## src/rtl/lsu_ctrl_pkg.sv

```systemverilog
// Shared data-memory definitions for the load/store unit: widths, access-size codes and FSM states.
// The size helper returns the number of bytes one access touches.
package lsu_ctrl_pkg;

    localparam int XLEN       = 32;
    localparam int DMEM_WIDTH = 8;
    localparam int DMEM_NUM   = 256;
    localparam int SL_WIDTH   = 2;

    localparam logic [SL_WIDTH-1:0] SL_NONE = 2'd0;
    localparam logic [SL_WIDTH-1:0] SL_B    = 2'd1;
    localparam logic [SL_WIDTH-1:0] SL_H    = 2'd2;
    localparam logic [SL_WIDTH-1:0] SL_W    = 2'd3;

    typedef enum logic [1:0] {
        S_IDLE   = 2'd0,
        S_ACCESS = 2'd1,
        S_RESP   = 2'd2
    } lsu_state_e;

    function automatic logic [31:0] slBytes(input logic [SL_WIDTH-1:0] size);
        case (size)
            SL_B:    slBytes = 32'd1;
            SL_H:    slBytes = 32'd2;
            SL_W:    slBytes = 32'd4;
            default: slBytes = 32'd0;
        endcase
    endfunction

endpackage

```

## src/rtl/lsu_ctrl_ext.sv

```systemverilog
// Load-data extension: widens the raw zero-extended memory word to XLEN according to
// access size, sign-extending from bit 7 or bit 15 unless the load is unsigned.
module lsu_ext #(
    parameter int XLEN = 32
) (
    input  logic [lsu_ctrl_pkg::SL_WIDTH-1:0] i_size,
    input  logic                              i_unsigned,
    input  logic [XLEN-1:0]                   i_raw,
    output logic [XLEN-1:0]                   o_ext
);
    import lsu_ctrl_pkg::*;

    logic w_fillB;
    logic w_fillH;

    assign w_fillB = ~i_unsigned & i_raw[7];
    assign w_fillH = ~i_unsigned & i_raw[15];

    always_comb begin
        o_ext = '0;
        case (i_size)
            SL_B:    o_ext = {{(XLEN-8){w_fillB}}, i_raw[7:0]};
            SL_H:    o_ext = {{(XLEN-16){w_fillH}}, i_raw[15:0]};
            SL_W:    o_ext = i_raw;
            default: o_ext = '0;
        endcase
    end

endmodule

```

## src/rtl/lsu_ctrl.sv

```systemverilog
// Load/store unit controller: accepts one request at a time, performs a single-cycle
// data-memory access and holds the response until the consumer takes it.
module lsu_ctrl #(
    parameter int XLEN  = lsu_ctrl_pkg::XLEN,
    parameter int AW    = lsu_ctrl_pkg::DMEM_WIDTH,
    parameter int DEPTH = lsu_ctrl_pkg::DMEM_NUM
) (
    input  logic                              clk,
    input  logic                              rst,
    input  logic                              req_valid,
    output logic                              req_ready,
    input  logic                              req_we,
    input  logic [lsu_ctrl_pkg::SL_WIDTH-1:0] req_size,
    input  logic                              req_unsigned,
    input  logic [AW-1:0]                     req_addr,
    input  logic [XLEN-1:0]                   req_wdata,
    output logic                              rsp_valid,
    input  logic                              rsp_ready,
    output logic [XLEN-1:0]                   rsp_rdata,
    output logic                              rsp_err,
    output logic                              dm_memWrite,
    output logic [lsu_ctrl_pkg::SL_WIDTH-1:0] dm_lwhb,
    output logic [lsu_ctrl_pkg::SL_WIDTH-1:0] dm_swhb,
    output logic [AW-1:0]                     dm_addr,
    output logic [XLEN-1:0]                   dm_wd,
    input  logic [XLEN-1:0]                   dm_dt
);
    import lsu_ctrl_pkg::*;

    lsu_state_e              r_state;
    lsu_state_e              w_nextState;
    logic                    r_we;
    logic [SL_WIDTH-1:0]     r_size;
    logic                    r_unsigned;
    logic [AW-1:0]           r_addr;
    logic [XLEN-1:0]         r_wdata;
    logic [XLEN-1:0]         r_rdata;
    logic                    r_err;

    logic [31:0]             w_lastByte;
    logic                    w_misaligned;
    logic                    w_illegal;
    logic [XLEN-1:0]         w_extData;

    // Legality is judged on the incoming request so an illegal one can skip ACCESS.
    assign w_lastByte   = 32'(req_addr) + slBytes(req_size) - 32'd1;
    assign w_misaligned = ((req_size == SL_H) && req_addr[0]) ||
                          ((req_size == SL_W) && (req_addr[1:0] != 2'b00));
    assign w_illegal    = (req_size == SL_NONE) || w_misaligned ||
                          (w_lastByte >= 32'(DEPTH));

    lsu_ext #(.XLEN(XLEN)) u_ext (
        .i_size     (r_size),
        .i_unsigned (r_unsigned),
        .i_raw      (dm_dt),
        .o_ext      (w_extData)
    );

    always_ff @(posedge clk) begin
        if (rst) begin
            r_state <= S_IDLE;
        end else begin
            r_state <= w_nextState;
        end
    end

    always_comb begin
        w_nextState = r_state;
        req_ready   = 1'b0;
        rsp_valid   = 1'b0;
        dm_memWrite = 1'b0;
        dm_lwhb     = SL_NONE;
        dm_swhb     = SL_NONE;
        dm_addr     = '0;
        dm_wd       = '0;
        case (r_state)
            S_IDLE: begin
                req_ready = 1'b1;
                if (req_valid) begin
                    w_nextState = w_illegal ? S_RESP : S_ACCESS;
                end
            end
            S_ACCESS: begin
                dm_addr     = r_addr;
                dm_wd       = r_wdata;
                dm_memWrite = r_we;
                dm_swhb     = r_we ? r_size : SL_NONE;
                dm_lwhb     = r_we ? SL_NONE : r_size;
                w_nextState = S_RESP;
            end
            S_RESP: begin
                rsp_valid = 1'b1;
                if (rsp_ready) begin
                    w_nextState = S_IDLE;
                end
            end
            default: w_nextState = S_IDLE;
        endcase
    end

    // Response data is only written on accept and at the end of ACCESS, so it holds through RESP.
    always_ff @(posedge clk) begin
        if (rst) begin
            r_we       <= 1'b0;
            r_size     <= SL_NONE;
            r_unsigned <= 1'b0;
            r_addr     <= '0;
            r_wdata    <= '0;
            r_rdata    <= '0;
            r_err      <= 1'b0;
        end else begin
            case (r_state)
                S_IDLE: begin
                    if (req_valid) begin
                        r_we       <= req_we;
                        r_size     <= req_size;
                        r_unsigned <= req_unsigned;
                        r_addr     <= req_addr;
                        r_wdata    <= req_wdata;
                        r_rdata    <= '0;
                        r_err      <= w_illegal;
                    end
                end
                S_ACCESS: begin
                    r_rdata <= r_we ? '0 : w_extData;
                end
                default: ;
            endcase
        end
    end

    assign rsp_rdata = r_rdata;
    assign rsp_err   = r_err;

endmodule

```

## config.mk

```make
export PLATFORM = sky130hd
export DESIGN_NAME = lsu_ctrl
export DESIGN_NICKNAME = d
export VERILOG_FILES = /design/src/rtl/lsu_ctrl_pkg.sv /design/src/rtl/lsu_ctrl_ext.sv /design/src/rtl/lsu_ctrl.sv
export SDC_FILE = /design/constraint.sdc
export NUM_CORES = 1
export LEC_CHECK = 0
export ABC_AREA = 1
export ABC_CLOCK_PERIOD_IN_PS = 2940
export BUFFER_PORTS_ARGS = -buffer_cell sky130_fd_sc_hd__buf_4
export CAP_MARGIN = 20
export CORE_MARGIN = 5
export CORE_UTILIZATION = 35
export CTS_BUF_LIST = sky130_fd_sc_hd__clkbuf_4 sky130_fd_sc_hd__clkbuf_8
export DETAILED_ROUTE_END_ITERATION = 10
export PLACE_DENSITY_LB_ADDON = 0.2
export SETUP_SLACK_MARGIN = 0.4
export SLEW_MARGIN = 15
export SYNTH_ARGS = -nofsm -noshare
export SYNTH_HDL_FRONTEND = slang
export SYNTH_SLANG_ARGS = --single-unit
export TNS_END_PERCENT = 1
```

## constraint.sdc

```tcl
create_clock -name clk -period 2.94 [get_ports clk]
set_clock_uncertainty 0.1 [all_clocks]
set_input_delay 0.588 -clock clk [delete_from_list [all_inputs] [get_ports clk]]
set_output_delay 0.588 -clock clk [all_outputs]
set_load 0.01 [all_outputs]
```

* Word level (Yosys, flattened, before mapping)
Cells that the tools add are included.
** Word-level totals
- Flip-flop bits (word level) :: 79
- Bits in latches :: 0
- RAM bits :: 0
- Bits in read-only memories :: 0
- Memories :: 0
** Cells by class
- Add/subtract/negate cells :: 2
- Multiply operators :: 0
- Div/mod/pow operators :: 0
- Magnitude comparators :: 1
- Eq/ne operators :: 10
- Shift operators :: 0
- Multiplexer cells :: 18
- Bitwise logic cells :: 3
- Reductions and logical operators :: 12
** Operators by type and width (number)
- $mux 32 :: 3
- $pmux 32 s3 :: 1
- $pmux 32 s2 :: 1
- $add 8x32->32 :: 1
- $ge 32x9->1 const B :: 1
- $sub 32x1->32 const B :: 1
- $mux 2 :: 7
- $eq 2x2->1 const B :: 5
- $pmux 3 s3 :: 1
- $mux 8 :: 1
- $eq 2x1->1 const B :: 3
- $pmux 2 s3 :: 1
- $reduce_and 2->1 :: 3
- $logic_not 2->1 :: 2
- $ne 2x2->1 const B :: 2
- $reduce_bool 2->1 :: 2
- $logic_or 1x1->1 :: 3
- $mux 1 :: 3
- $and 1x1->1 :: 2
- $logic_and 1x1->1 :: 2
- $not 1->1 :: 1

* Depth between registers and ports, before layout
Gate-level depths: netlist (run 1).
- Word-level depth :: 9
- Mapped depth :: 16
- Mapped depth without buffers :: 16

* Cells and area by module
Synthesis (run 1) repeated with hierarchy kept, for this count alone.
** Unflattened totals
- Cells, all modules :: 555
- Area, all modules :: 4157.7 µm²
** Modules (own cells, without submodules)
- lsu_ctrl :: instances 1, cells an instance 475, area each 3743.6 µm²
- lsu_ext :: instances 1, cells an instance 80, area each 414.1 µm²

* Worst setup path after synthesis (run 1)
Ideal clock, no wire load.
- Path type :: input port to flip-flop
- Start point :: input port req_size[1] in the netlist's numbering
- End point :: register r_err (netlist: rsp_err)
- Library setup time :: 0.115 ns
- Arrival time :: 2.391 ns
- Data required time :: 2.725 ns
- Setup slack :: 0.334 ns
- Stages :: 16
- Buffers on the path :: 0
- Cell sequence :: inv_1 or2_2 ha_1 inv_1 ha_1 nand3_1 a21oi_1 nor2_1 ha_1 inv_1 nor2_1 nand2_1 a21oi_1 nand2_1 o21ai_0 inv_1
** On the way
- Longest elaborated chain between the ends :: 6
- Elaborated cells on any way between the ends :: 13
- Classes of those cells :: 2 x add/sub; 1 x order compare; 3 x eq/ne; 1 x mux; 6 x reduce/logical
** Ends and longest elaborated chain
- start, declared :: RTL line lsu_ctrl.sv:13 : input logic [lsu_ctrl_pkg::SL_WIDTH-1:0] req_size,
- $eq 2x2->1, or another cell as far along :: RTL line lsu_ctrl_pkg.sv:22, lsu_ctrl.sv:48
- $pmux 3 s3 :: RTL line lsu_ctrl_pkg.sv:22 : case (size)
- $add 8x32->32 :: RTL line lsu_ctrl.sv:46 : assign w_lastByte = 32'(req_addr) + slBytes(req_size) - 32'd1;
- $sub 32x1->32 :: RTL line lsu_ctrl.sv:46
- $ge 32x9->1 :: RTL line lsu_ctrl.sv:50 : (w_lastByte >= 32'(DEPTH));
- $logic_or 1x1->1 * :: RTL line lsu_ctrl.sv:49 : assign w_illegal = (req_size == SL_NONE) || w_misaligned ||
- end signal, assigned :: RTL line lsu_ctrl.sv:121 : r_err <= w_illegal;
- end, declared :: RTL line lsu_ctrl.sv:38 : logic r_err;
Every way passes the cells marked *; elsewhere a longest branch is shown, timed or not.
A chain may end at the register's enable or synchronous reset.

* Final worst setup path (run 1)
- Start point :: input port req_size[0] in the netlist's numbering
- End point :: register r_err (netlist: rsp_err)
Same word-level chain as after synthesis.

==> metrics.txt, run 1 <==
outcome complete, no violations; clock root buffer clkbuf_8; Starting DRT DRC Count 206; vias in the first global route 3560; Syn Area/Cell 6.975 sq um; Mapped Cells 522; Post-synth EDFFs 0; Syn. warnings 0; Worst path max stage delay 0.31 ns; Synth top area share 43.44%; Detail Placement HPWL 7424 microns; clk buf depth 2; initial antenna violation count 0; Clock Latency Late Sink 0.34 ns; Die Ht 112.0 microns; final worst path period need 2.398 ns; count leader, synth nand2_1; RePlAce Congestion 0.7658; synthesized flop and latch total 79; initial core utilization 35.59%; slowest CP cell or2_2; critical path startpoint req_size[0]; total power 2281 uW; P&R area growth vs syn 41.51%; DIE WIDTH 112.0 microns; Yosys cell types 24; WP data required 3.08 ns; # diodes 0; pin count of the biggest net entering global routing 49; drt drc 0; actual slew at the worst max-slew pin 0.7732 ns; routed vias 3667; critical path type in2reg; setup violators final 0; Total GRT Usage 15.86%; CTS tree done; Seq/Total Area, Yosys 43.44%; first-pass detailed-route iteration total 4; Slew HR 48.34%; TritonCTS Sinks 79; H-tree depth 3; WP buf/inv 4; Worst Hold Launch r_wdata[11]$_SDFFE_PP0P_; Avg Vias per Cell 4.538; row count 37; largest cells by area after synthesis dfxtp_1 (43%), a21oi_1 (11%), nand2_1 (8.9%), inv_1 (8.7%), o21ai_0 (7.1%); setup TNS 0 ns; fmax 417.0 MHz; Post CTS Setup Buffer Count 0; die area 12540 sq um; largest area contributor in the synthesized netlist dfxtp_1; Detailed Route WL 10100 microns; fin nets 760; final hold vios 0; most used flip-flop cell after synthesis dfxtp_1; Lkg Pwr 0.002424 uW; FF-to-FF Start r_size[1]$_SDFFE_PP0P_; most instantiated cells after synthesis nand2_1 (86), inv_1 (84), a21oi_1 (82); RSZ-0062 raised after global routing false; VDD IR max 0.1980 mV; max-slew violation count 0; Core Region 10230 sq um; CP startpoint kind input pin; Tcrit/Tclk final 81.56%; ANT nets after route 0; Filler Cell Count 1044; share of layout cells above drive strength 1 29.46%; CP delay by family, top simple AND/OR/NAND/NOR gates; CP most frequent cell inv_1; Async SR Flop Fraction 0%; per-cell routed wire length 12.50 microns; Mapped Area 3641 sq um; Arr. time, crit path 2.54 ns; Critical Path Fanout Max 5; Worst-path clk slew 0.09 ns; first-pass GRT wire length 16610 microns; total grt overflow 0; number of max-cap violations 0; Min-Delay Path Class reg2reg; post-synth net total 615; Ports 160; total power per unit cell area 442.6 nW/um^2; Inserted Clock Buffers 9; # port buffers 159; critical-path cell list buf_4 > or2_2 > ha_4 > inv_1 > ha_4 > nand3_2 > a21oi_2 > nor2_1 > ha_1 > inv_1 > nor2_1 > nand2_1 > a21oi_2 > nand2_2 > o21ai_2 > inv_1; Setup crit end kind flip-flop
## layout by cell type, fill, tap and decap left out, types with 2 or more instances in the layout
cell type   instances
o21ai_1            10
ha_1               10
nor2_2              2
a21oi_1            80
nor2_1             68
nand2_1            84
clkbuf_8           10
nor3_1              3
clkinvlp_4          2
buf_4             163
ha_4                2
o21ai_0            51
nand2_2             3
inv_6               3
a21oi_2             2
inv_1              84
dfxtp_1            79
nand3_1             4
## sequential cells by signal, indices dropped and copies added (netlist names)
register	flops
r_wdata	32
r_unsigned	1
rsp_rdata	32
r_state	2
rsp_err	1
r_we	1
r_size	2
r_addr	8
## per-stage QoR
step	util, %	hold slack (ns)	setup WS [ns]	instances	instance area, sq um
2_1_floorplan	-	0.3300	0.4137	522	3661
6_report	50.36	0.3524	0.5422	808	5152
4_1_cts	50.13	0.3573	0.4698	808	5129
3_3_place_gp	48.28	0.3388	0.1807	792	4940
3_5_place_dp	48.28	0.3431	0.09500	792	4940
5_1_grt	50.36	0.3708	0.3878	808	5152
## logic make-up after synthesis
logic type	synth area share [%]
simple gates	18.18
compound gates	20.82
flops	43.44
buf+inv	12.89
fa+ha+maj	4.673
## what timing repair did
action,4_1_cts,5_1_grt
hold buffers,0,0
pin swaps,0,2
setup endpoints to repair,2,3
gates resized for setup,1,5
## layout make-up
class | count | area [sq um] | share of cell area (%)
multi-input combinational | 326 | 1639 | 31.81
sequential | 79 | 1582 | 30.69
timing repair buffer | 164 | 1244 | 24.14
inverter | 87 | 330.3 | 6.411
tap | 136 | 170.2 | 3.303
clock buffer | 10 | 137.6 | 2.671
clock inverter | 6 | 50.05 | 0.9713
## worst min-delay path, stage by stage (launching register included)
cell	delay, ns
dfxtp_1	0.31
inv_1	0.06
a21oi_1	0.05
## layer usage
layer	track usage, %	up-vias	wire length [microns]
met4	5.048	0	117
met5	0	-	0
met1	19.20	1613	4463
met3	6.413	10	985
met2	25.78	127	4532
li1	-	1917	-
## power by group
part	internal [uW]	switching, uW
registers	1130	23.7
logic	156	209
clock network	340	423
## path summary, 6_finish.rpt
kind                                 to  slack, ns  cells after the start
max                rsp_err$_SDFFE_PP0P_       0.54                     16
min            r_wdata[11]$_SDFFE_PP0P_       0.35                      2
max reg2reg  rsp_rdata[16]$_SDFFE_PP0P_       1.05                      4
min reg2reg    r_wdata[11]$_SDFFE_PP0P_       0.35                      2
Note: power is estimated with default switching activity, not from simulation.
==> run 2, diff against run 1 <==
- ABC_AREA: 1 -> 0
- ABC_CLOCK_PERIOD_IN_PS: 2940 -> 2200
- clock period: 2.94 -> 2.2 ns (I/O delays scaled with it)
==> run 2 against run 1 <==
Compared with the run above:
- setup slack got worse by 0.44 ns
- die area shrank 0.78%
- synthesized cell count down 11%
- non-clock buffer count increased by 24
- routed wire length rose by 7.3%
- utilization is 2.9 points higher
- first-iteration DRC count is 13% lower
- register-to-register slack worse by 0.62 ns
- area after synthesis down 0.86%
- largest cell class unchanged
- highest routed layer unchanged
==> metrics.txt, run 2 <==
die area 12440 sq um; most used flip-flop cell after synthesis dfxtp_1; most frequent cells in the layout buf_4 (183), nand2_1 (106), dfxtp_1 (78); Syn Area/Cell 7.763 sq um; WP data required 2.39 ns; busiest grt layer met2; first-pass GRT wire length 17430 microns; DIE WIDTH 111.6 microns; initial antenna violation count 0; Detail Placement HPWL 7965 microns; Setup crit end kind flip-flop; RSZ-0062 raised after global routing true; RePlAce Congestion 0.8507; Worst-path clk slew 0.08 ns; Tcrit/Tclk final 95.35%; Detailed Route WL 10840 microns; # diodes 0; fin nets 720; total grt overflow 0; H-tree depth 3; Power Internal 2182 uW; Slew HR 45.27%; GRT met2 Usage 28.39%; TritonCTS Sinks 79; Starting DRT DRC Count 180; Mapped Cells 465; P&R area growth vs syn 50.33%; Die Ht 111.6 microns; Ports 160; Synth top area share 43.81%; Reg power frac 50.6%; actual slew at the worst max-slew pin 0.8093 ns; max-slew violation count 0; share of layout cells above drive strength 1 36.23%; # port buffers 159; Post-synth EDFFs 0; most common cell after layout, fill and taps aside buf_4; post-synth net total 558; largest cells by area after synthesis dfxtp_1 (44%), nand2_1 (11%), a21oi_1 (8.9%), and2_1 (7.1%), ha_1 (4.2%); routed vias 3672; Final Core Density 53.28%; most instantiated cells after synthesis nand2_1 (107), dfxtp_1 (79), a21oi_1 (64); first-pass detailed-route iteration total 4; CP startpoint kind input pin; Yosys cell types 30; Arr. time, crit path 2.29 ns; count leader, synth nand2_1; fmax 476.7 MHz; M1 GR Usage 21.09%; Seq/Total Area, Yosys 43.81%; post-route insts no fill 768; Clock power frac 32.0%; placed cell area 5166 sq um; total power 3004 uW; setup violators final 0; Cells after DPL 749; pin count of the biggest net entering global routing 36; Hold Worst Slack 0.2238 ns; Min-Delay Path Class in2reg; P_sw 822.7 uW; Syn. warnings 0; synthesized flop and latch total 79; Critical Path Fanout Max 4; hold_buf cts 0; critical path type in2reg; Lkg Pwr 0.002563 uW; Mapped Area 3610 sq um; Design Area, Final 5426 sq um; clock root buffer clkbuf_8; outcome complete, no violations; Clock Latency Late Sink 0.34 ns; Inserted Clock Buffers 9; Core Region 10180 sq um; drt drc 0; VDD IR max 0.3035 mV; total power per unit cell area 553.7 nW/um^2; clk buf depth 2; vias in the first global route 3541; ANT nets after route 0; per-cell routed wire length 14.11 microns; initial core utilization 35.44%; Avg Vias per Cell 4.781; Sw Share 27.38%; CTS tree done; Logic pwr share 17.4%; GR Layer Usage met3 5.435%; Async SR Flop Fraction 0%; final hold vios 0; row count 37; final worst path period need 2.098 ns; number of max-cap violations 0; Total GRT Usage 17.17%; largest area contributor in the synthesized netlist dfxtp_1
## run 2: cell types whose count changed in the layout (fill, tap and decap cells not counted), sizes merged, moves of 3 or more
cell | before | now
nand3 | 5 | 2
buf | 164 | 188
a21oi | 83 | 64
nor2b | 0 | 7
and3 | 0 | 19
and2 | 0 | 41
a22oi | 0 | 16
o21ai | 62 | 16
a311oi | 0 | 3
inv | 89 | 15
a21o | 0 | 9
nor2 | 70 | 21
nand2b | 0 | 4
nand2 | 87 | 107
## run 2: layout make-up
| cell class | instances | area (sq um) |
|---|---|---|
| fillers | 1003 | 4758 |
| multi-input cells | 334 | 1973 |
| flip-flops and latches | 79 | 1583 |
| repair buffers | 188 | 1465 |
| well taps | 136 | 170.2 |
| clock buffers | 11 | 138.9 |
| inverters | 15 | 61.31 |
| clock inverters | 5 | 35.03 |
## run 2: kinds of logic (layout without fill, tap and decap cells)
kind of cell / Yosys count / in the layout / share of synthesized area (%)
adders and majority gates: 13 / 13 / 4.714
AOI/OAI and AO/OA: 112 / 112 / 18.13
and+or+nand+nor: 209 / 209 / 27.80
DFF: 79 / 79 / 43.81
buffers and inverters: 52 / 219 / 5.546
## run 2: worst max-delay path: stages
cell	delay (ns)
buf_12	0.10
nand2_8	0.04
ha_4	0.27
inv_4	0.04
ha_4	0.24
nand3_2	0.06
a211oi_2	0.24
nor2b_1	0.08
ha_1	0.28
nand2b_1	0.06
a221oi_2	0.24
and3_1	0.20
## run 2: routing by layer
layer | wire length, microns | share of wire [%]
met2 | 5204 | 48
met1 | 4751 | 44
met4 | 276 | 2.5
met5 | 0 | 0
met3 | 602 | 5.6
## run 2: through the flow
| step | TNS [ns] | setup slack (ns) |
|---|---|---|
| 2_1_floorplan | -0.1154 | -0.04318 |
| 3_3_place_gp | -0.8243 | -0.2803 |
| 3_5_place_dp | -1.055 | -0.3689 |
| 4_1_cts | 0 | 0.1096 |
| 5_1_grt | 0 | 0.01903 |
| 6_report | 0 | 0.1022 |
## run 2: what timing repair did
item,CTS,global route
pin swaps,9,10
setup buffers,2,1
resized for setup,12,4
endpoints found under the setup margin,75,72
## run 2: power groups by stage
stage                     sequential (uW)  clock (uW)  combinational (uW)
after detailed placement             1550           0                 501
final                                1520         963                 522
after floorplan                      1540           0                 255
after global routing                 1530        1080                 580
after global placement               1550           0                 488
after CTS                            1520        1000                 520
## run 2: worst paths after layout
path	cells after the start	endpoint	from	slack [ns]
setup reg to reg	6	rsp_rdata[16]$_SDFFE_PP0P_	r_state[0]$_SDFFE_PP0P_	0.43
setup / recovery	12	r_state[0]$_SDFFE_PP0P_	req_size[1]	0.10
hold reg to reg	2	r_addr[1]$_SDFFE_PP0P_	r_addr[1]$_SDFFE_PP0P_	0.35
hold / removal	3	rsp_rdata[2]$_SDFFE_PP0P_	dm_dt[2]	0.22
